**config.mk**
```make
export PLATFORM = sky130hd
export DESIGN_NAME = sigma_delta_adc_scheduler_flat
export DESIGN_NICKNAME = d
export VERILOG_FILES = /design/src/rtl/sigma_delta_pkg.sv /design/src/rtl/sigma_delta_adc_scheduler_if.sv /design/src/rtl/sigma_delta_rr_arbiter.sv /design/src/rtl/sigma_delta_adc_scheduler.sv /design/src/flat_wrapper.sv
export SDC_FILE = /design/constraint.sdc
export NUM_CORES = 1
export LEC_CHECK = 0
export CAP_MARGIN = 5
export CORE_UTILIZATION = 45
export DETAILED_ROUTE_END_ITERATION = 10
export GPL_TIMING_DRIVEN = 0
export PLACE_DENSITY = 0.71
export SETUP_SLACK_MARGIN = 0.5
export SYNTH_ARGS = -nofsm -noshare
export SYNTH_HDL_FRONTEND = slang
export SYNTH_SLANG_ARGS = --single-unit
```
**constraint.sdc**
```tcl
create_clock -name clk -period 5.35 [get_ports clk]
set_input_delay 0.8025 -clock clk [delete_from_list [all_inputs] [get_ports clk]]
set_output_delay 0.8025 -clock clk [all_outputs]
set_load 0.01 [all_outputs]
```
**src/rtl/sigma_delta_pkg.sv**
```systemverilog
// Shared constants and helpers for the sigma-delta ADC harness and scheduler.
package sigma_delta_pkg;

    localparam int unsigned CIC_STAGES_DEF = 2;
    localparam int unsigned OSR_DEF        = 1024;

    // CIC output growth: 2 sign/guard bits plus log2(OSR) per integrator stage
    function automatic int unsigned calc_adc_bitlen(input int unsigned cic_stages,
                                                    input int unsigned osr);
        return 2 + cic_stages * $clog2(osr);
    endfunction

    localparam int unsigned ADC_BITLEN_DEF = calc_adc_bitlen(CIC_STAGES_DEF, OSR_DEF);

endpackage

```
**src/rtl/sigma_delta_adc_scheduler_if.sv**
```systemverilog
// Scheduled sample stream: data tagged with channel index, valid/ready handshake.
interface sigma_delta_adc_scheduler_if #(
    parameter int unsigned ADC_BITLEN = 22,
    parameter int unsigned CH_W       = 2
) ();

    logic [ADC_BITLEN-1:0] out_data;
    logic [CH_W-1:0]       out_ch;
    logic                  out_valid;
    logic                  out_ready;

    modport master (
        output out_data,
        output out_ch,
        output out_valid,
        input  out_ready
    );

    modport slave (
        input  out_data,
        input  out_ch,
        input  out_valid,
        output out_ready
    );

endinterface

```
**src/rtl/sigma_delta_rr_arbiter.sv**
```systemverilog
// Combinational round-robin arbiter: first requester at or after ptr wins.
module sigma_delta_rr_arbiter #(
    parameter int unsigned N  = 4,
    parameter int unsigned IW = $clog2(N)
) (
    input  logic [N-1:0]  req,
    input  logic [IW-1:0] ptr,
    output logic [N-1:0]  grant_c,
    output logic [IW-1:0] idx_c,
    output logic          any_c
);

    logic [IW-1:0] cand;

    // Scan N positions starting at ptr, wrapping modulo N
    always_comb begin
        grant_c = '0;
        idx_c   = '0;
        any_c   = 1'b0;
        cand    = '0;
        for (int unsigned k = 0; k < N; k++) begin
            cand = IW'((32'(ptr) + k) % N);
            if (!any_c && req[cand]) begin
                any_c         = 1'b1;
                idx_c         = cand;
                grant_c[cand] = 1'b1;
            end
        end
    end

endmodule

```
**src/rtl/sigma_delta_adc_scheduler.sv**
```systemverilog
// Merges NUM_CH decimated ADC streams onto one tagged valid/ready stream,
// discarding CIC start-up samples and flagging per-channel overruns.
module sigma_delta_adc_scheduler
    import sigma_delta_pkg::*;
#(
    parameter int unsigned NUM_CH         = 4,
    parameter int unsigned ADC_BITLEN     = ADC_BITLEN_DEF,
    parameter int unsigned SETTLE_SAMPLES = CIC_STAGES_DEF,
    parameter int unsigned CH_W           = $clog2(NUM_CH)
) (
    input  logic                         clk,
    input  logic                         rst,
    input  logic                         enable,
    input  logic [NUM_CH*ADC_BITLEN-1:0] ch_sample,
    input  logic [NUM_CH-1:0]            ch_valid,
    sigma_delta_adc_scheduler_if.master  out_if,
    output logic [NUM_CH-1:0]            settled,
    output logic [NUM_CH-1:0]            overrun,
    input  logic                         overrun_clr
);

    localparam int unsigned CNT_W = (SETTLE_SAMPLES > 0) ? $clog2(SETTLE_SAMPLES + 1) : 1;
    localparam logic [CNT_W-1:0] SETTLE_CNT = CNT_W'(SETTLE_SAMPLES);

    logic [CNT_W-1:0]      cnt_q  [NUM_CH];
    logic [CNT_W-1:0]      cnt_d  [NUM_CH];
    logic [ADC_BITLEN-1:0] hold_q [NUM_CH];
    logic [ADC_BITLEN-1:0] hold_d [NUM_CH];
    logic [NUM_CH-1:0]     pend_q;
    logic [NUM_CH-1:0]     pend_d;
    logic [NUM_CH-1:0]     ovr_set_c;
    logic [NUM_CH-1:0]     overrun_d;
    logic [NUM_CH-1:0]     settled_d;
    logic [CH_W-1:0]       ptr_q;
    logic [CH_W-1:0]       ptr_d;

    logic [ADC_BITLEN-1:0] out_data_d;
    logic [CH_W-1:0]       out_ch_d;
    logic                  out_valid_d;

    logic                  slot_free_c;
    logic [NUM_CH-1:0]     arb_req_c;
    logic [NUM_CH-1:0]     arb_grant_c;
    logic [CH_W-1:0]       arb_idx_c;
    logic                  arb_any_c;
    logic [NUM_CH-1:0]     gnt_c;
    logic                  gnt_any_c;

    // Grants only while running and when the output slot can take a sample
    always_comb begin
        slot_free_c = !out_if.out_valid || out_if.out_ready;
        arb_req_c   = pend_q & {NUM_CH{enable}};
        gnt_c       = arb_grant_c & {NUM_CH{slot_free_c}};
        gnt_any_c   = arb_any_c && slot_free_c;
    end

    sigma_delta_rr_arbiter #(
        .N  (NUM_CH),
        .IW (CH_W)
    ) u_arb (
        .req     (arb_req_c),
        .ptr     (ptr_q),
        .grant_c (arb_grant_c),
        .idx_c   (arb_idx_c),
        .any_c   (arb_any_c)
    );

    // Next-state for settle counters, holding registers, flags, pointer and output slot
    always_comb begin
        cnt_d       = cnt_q;
        hold_d      = hold_q;
        pend_d      = pend_q;
        ovr_set_c   = '0;
        settled_d   = '0;
        ptr_d       = ptr_q;
        out_data_d  = out_if.out_data;
        out_ch_d    = out_if.out_ch;
        out_valid_d = out_if.out_valid;

        for (int i = 0; i < NUM_CH; i++) begin
            if (!enable) begin
                cnt_d[i]  = '0;
                pend_d[i] = 1'b0;
            end else begin
                if (ch_valid[i] && (cnt_q[i] < SETTLE_CNT)) begin
                    cnt_d[i] = cnt_q[i] + CNT_W'(1);
                end
                if (gnt_c[i]) begin
                    pend_d[i] = 1'b0;
                end
                // A strobe only lands once the channel was already settled
                if (ch_valid[i] && (cnt_q[i] == SETTLE_CNT)) begin
                    if (!pend_q[i] || gnt_c[i]) begin
                        pend_d[i] = 1'b1;
                        hold_d[i] = ch_sample[i*ADC_BITLEN +: ADC_BITLEN];
                    end else begin
                        ovr_set_c[i] = 1'b1;
                    end
                end
            end
            settled_d[i] = enable && (cnt_d[i] == SETTLE_CNT);
        end

        overrun_d = ovr_set_c | (overrun & ~{NUM_CH{overrun_clr}});

        if (gnt_any_c) begin
            out_data_d  = hold_q[arb_idx_c];
            out_ch_d    = arb_idx_c;
            out_valid_d = 1'b1;
            ptr_d       = (arb_idx_c == CH_W'(NUM_CH - 1)) ? '0 : arb_idx_c + CH_W'(1);
        end else if (out_if.out_ready) begin
            out_valid_d = 1'b0;
        end
    end

    // State registers with synchronous active-low reset
    always_ff @(posedge clk) begin
        if (!rst) begin
            cnt_q            <= '{default: '0};
            hold_q           <= '{default: '0};
            pend_q           <= '0;
            ptr_q            <= '0;
            settled          <= '0;
            overrun          <= '0;
            out_if.out_data  <= '0;
            out_if.out_ch    <= '0;
            out_if.out_valid <= 1'b0;
        end else begin
            cnt_q            <= cnt_d;
            hold_q           <= hold_d;
            pend_q           <= pend_d;
            ptr_q            <= ptr_d;
            settled          <= settled_d;
            overrun          <= overrun_d;
            out_if.out_data  <= out_data_d;
            out_if.out_ch    <= out_ch_d;
            out_if.out_valid <= out_valid_d;
        end
    end

endmodule

```
**src/flat_wrapper.sv**
```systemverilog
// flat-port wrapper written by rule: the top's interface ports become plain ports
module sigma_delta_adc_scheduler_flat import sigma_delta_pkg::*;
#(
    parameter int unsigned NUM_CH         = 4,
    parameter int unsigned ADC_BITLEN     = ADC_BITLEN_DEF,
    parameter int unsigned SETTLE_SAMPLES = CIC_STAGES_DEF,
    parameter int unsigned CH_W           = $clog2(NUM_CH)
)
  (clk, rst, enable, ch_sample, ch_valid, settled, overrun, overrun_clr, out_if_out_data, out_if_out_ch, out_if_out_valid, out_if_out_ready);
  sigma_delta_adc_scheduler_if #(.ADC_BITLEN(ADC_BITLEN), .CH_W(CH_W)) out_if_i ();
  input  logic clk;
  input  logic rst;
  input  logic enable;
  input  logic [NUM_CH*ADC_BITLEN-1:0] ch_sample;
  input  logic [NUM_CH-1:0] ch_valid;
  output logic [NUM_CH-1:0] settled;
  output logic [NUM_CH-1:0] overrun;
  input  logic overrun_clr;
  output wire logic [$bits(out_if_i.out_data)-1:0] out_if_out_data;
  output wire logic [$bits(out_if_i.out_ch)-1:0] out_if_out_ch;
  output wire logic [$bits(out_if_i.out_valid)-1:0] out_if_out_valid;
  input wire logic [$bits(out_if_i.out_ready)-1:0] out_if_out_ready;
  assign out_if_out_data = out_if_i.out_data;
  assign out_if_out_ch = out_if_i.out_ch;
  assign out_if_out_valid = out_if_i.out_valid;
  assign out_if_i.out_ready = out_if_out_ready;
  sigma_delta_adc_scheduler #(.NUM_CH(NUM_CH), .ADC_BITLEN(ADC_BITLEN), .SETTLE_SAMPLES(SETTLE_SAMPLES), .CH_W(CH_W)) u_core (.clk(clk), .rst(rst), .enable(enable), .ch_sample(ch_sample), .ch_valid(ch_valid), .out_if(out_if_i), .settled(settled), .overrun(overrun), .overrun_clr(overrun_clr));
endmodule
```
==> results.sh <==
export IMPL_run_status="finished clean"
export IMPL_grt_pass1_wl_um=30500
export IMPL_final_setup_skew_ns=0.00759
export IMPL_rows=44
export IMPL_vias=5962
export IMPL_fin_crit_ns=3.60
export IMPL_use_met1=0.323
export IMPL_synthesis_instances=722
export IMPL_most_common_layout_cells="135 x dfxtp_1, 128 x clkdlybuf4s50_1, 111 x nand2_1, 62 x nand3_1, 57 x o21ai_0"
export IMPL_syn_area_per_cell_um2=9.22
export IMPL_hp_start="u_core.hold_q[15]"
export IMPL_mostFrequentLayoutCell="dfxtp_1"
export IMPL_grt_pass1_vias=5985
export IMPL_critPathMaxFanout=10
export IMPL_ys_seq_area_frac=0.406
export IMPL_holdWs_ns=0.450
export IMPL_p_leak_nw=3.30
export IMPL_r2r_start="u_core.ptr_q[1]"
export IMPL_yosys_warnings=0
export IMPL_firstDrtPassIters=6
export IMPL_wl_per_cell_um=18.5
export IMPL_postCtsHoldBufs=0
export IMPL_vdd_drop_max_v=0.000235
export IMPL_die_w_um=124
export IMPL_worstMarginPinSlew_ns=0.783
export IMPL_drv_cap=0
export IMPL_stdcell_area_mm2=0.00876
export IMPL_gp_congestion=0.898
export IMPL_cp_startpoint="u_core.ptr_q[1]"
export IMPL_cts_tree="yes"
export IMPL_crit_type="flip-flop to flip-flop"
export IMPL_overflow=0
export IMPL_crit_chain="clkbuf_1, inv_1, ha_1, mux4_2, buf_2, nand3b_1, a221oi_2, o21ai_2, buf_2, nand3_1, o21ai_0"
export IMPL_htreeDepth=4
export IMPL_hold_viol_final=0
export IMPL_report_power_total_mw=2.38
export IMPL_core_area_mm2=0.0145
export IMPL_die_area_mm2=0.0153
export IMPL_die_h_um=124
export IMPL_grt_max_degree=17
export IMPL_io_pins=130
export IMPL_slew_headroom=0.478
export IMPL_crit_top_cell="buf_2"
export IMPL_antennaDiodeCount=0
export IMPL_wirelength_um=19700
export IMPL_hpwl_um=14800
export IMPL_crit_arrival_ns=3.88
export IMPL_ys_types=55
export IMPL_setup_viol=0
export IMPL_start_kind="flip-flop"
export IMPL_setup_tns_ns=0
export IMPL_synthesis_nets=831
export IMPL_synth_seq_cells=135
export IMPL_area_growth_pct=31.5
export IMPL_ant_nets=0
export IMPL_cts_path_max_buffers=2
export IMPL_cp_slowest_cell="mux4_2"
export IMPL_final_period_utilization=0.672
export IMPL_slew_violations=0
export IMPL_worst_skew_pair_late_latency_ns=0.43
export IMPL_cp_end_kind="flip-flop"
export IMPL_drt_iter0_drc=325
export IMPL_path_clk_slew_ns=0.06
export IMPL_cts_setup_buffers=0
export IMPL_use_met3=0.0536
export IMPL_cp_slowest_stage_delay_ns=0.58
export IMPL_cts_made_buffers=17
export IMPL_required_ns=5.63
export IMPL_cts_root_buffer="clkbuf_16"
export IMPL_cts_sinks=135
export IMPL_vias_per_cell=5.60
export IMPL_timing_fmax_mhz=278
export IMPL_grt_busiest_layer="met2"
export IMPL_rsz0062_at_grt="false"
export IMPL_fin_nets=978
export IMPL_io_buffers=128
export IMPL_drive_gt1_frac=0.188
export IMPL_start_util=0.460
export IMPL_antenna_found_initial=0
export IMPL_synth_area_mm2=0.00666
export IMPL_power_density_mw_per_mm2=272
export IMPL_place_area_mm2=0.00817
export IMPL_hp_class="flip-flop to flip-flop"
export IMPL_gr_usage_all_layers=0.272
export IMPL_gr_usage_met2=0.468
export IMPL_ctsResizeCount=0
export IMPL_drc_errors=0
## where the power goes
part | internal (mW) | switching [mW] | total, mW
sequential | 1.01 | 0.00486 | 1.02
clock | 0.751 | 0.441 | 1.19
combinational | 0.0880 | 0.0836 | 0.172
total | 1.85 | 0.529 | 2.38
## layer usage
layer  share of wire  vias to the layer above  wire [um]
met4           0.041                        0        809
met2            0.49                      204       9670
met5               0                        -          0
met3           0.044                       51        864
met1            0.43                     2860       8390
li1                -                     2847          -
## path summary, 6_finish.rpt
check / to / slack, ns / cells after the start
setup reg to reg: u_core.hold_q[29] / 1.75 / 11
setup / recovery: u_core.hold_q[29] / 1.75 / 11
hold / removal: u_core.hold_q[15] / 0.45 / 2
hold reg to reg: u_core.hold_q[15] / 0.45 / 2
## metrics by stage
step	util	setup slack (ns)	instances
after floorplan	-	2.34	722
after global placement	0.564	1.79	1034
after detailed placement	0.564	1.75	1034
after CTS	0.605	1.85	1065
after global routing	0.605	1.53	1065
final	0.605	1.75	1065
## sequential cells by signal, summed over array words and instances (netlist names), named ones only
name and cells:
u_core.hold_q 88, u_core.out_if.out_data 22, u_core.cnt_q 8, u_core.overrun 4
u_core.pend_q 4, u_core.settled 4, u_core.out_if.out_ch 2, u_core.out_if.out_valid 1
u_core.ptr_q 1
## cell usage after synthesis (all sizes together)
cell | instances | area (um^2)
a21oi | 9 | 45.0
mux4 | 4 | 90.1
and4b | 4 | 40.0
mux2i | 36 | 360
o2bb2ai | 1 | 8.76
a31o | 1 | 8.76
nor2 | 13 | 48.8
o2111ai | 1 | 8.76
nor4b | 1 | 15.0
o211ai | 2 | 15.0
ha | 12 | 150
nand2b | 3 | 18.8
o22ai | 12 | 125
nor4 | 1 | 6.26
nor3b | 4 | 30.0
and3 | 3 | 18.8
or4b | 1 | 13.8
a31oi | 1 | 21.3
and2 | 4 | 25.0
or3 | 2 | 12.5
a21o | 2 | 15.0
clkbuf | 30 | 114
buf | 34 | 254
o21ai | 110 | 734
nand2 | 111 | 417
a211oi | 21 | 158
o211a | 1 | 10.0
nand3 | 91 | 601
nor2b | 11 | 71.3
mux2 | 12 | 165
inv | 16 | 60.1
o21a | 2 | 15.0
o31ai | 2 | 42.5
xnor2 | 6 | 52.6
nand3b | 3 | 22.5
a32o | 1 | 10.0
a41oi | 1 | 8.76
a221oi | 3 | 38.8
dfxtp | 135 | 2700
a22oi | 1 | 7.51
a21boi | 11 | 82.6
or2 | 1 | 6.26
nor3 | 2 | 10.0
## critical path, delay by kind of cell, from the launching register on
kind,cells,cell delay (ns)
buffers and inverters,4,0.96
AOI/OAI and AO/OA,3,0.75
muxes,1,0.58
adders and majority gates,1,0.44
DFF,1,0.43
and+or+nand+nor,2,0.29
## logic make-up after synthesis
| group | count (synthesis) | synth area share |
|---|---|---|
| AOI/OAI and AO/OA | 182 | 0.203 |
| and+or+nand+nor | 255 | 0.204 |
| xor gates and xnor gates | 6 | 0.00789 |
| muxes | 52 | 0.0924 |
| buffers and inverters | 80 | 0.0642 |
| adders and majority gates | 12 | 0.0225 |
| DFF | 135 | 0.406 |
## final cells by class
type / count / area, um^2
plain buffers: 64 / 368
clock buffers: 22 / 464
clock inverters: 9 / 125
fillers: 1268 / 5720
inverters: 16 / 60.1
multi-input cells: 507 / 3530
flip-flops and latches: 135 / 2700
well taps: 184 / 230
repair buffers: 128 / 1280
(Power assumes the default switching activity.)
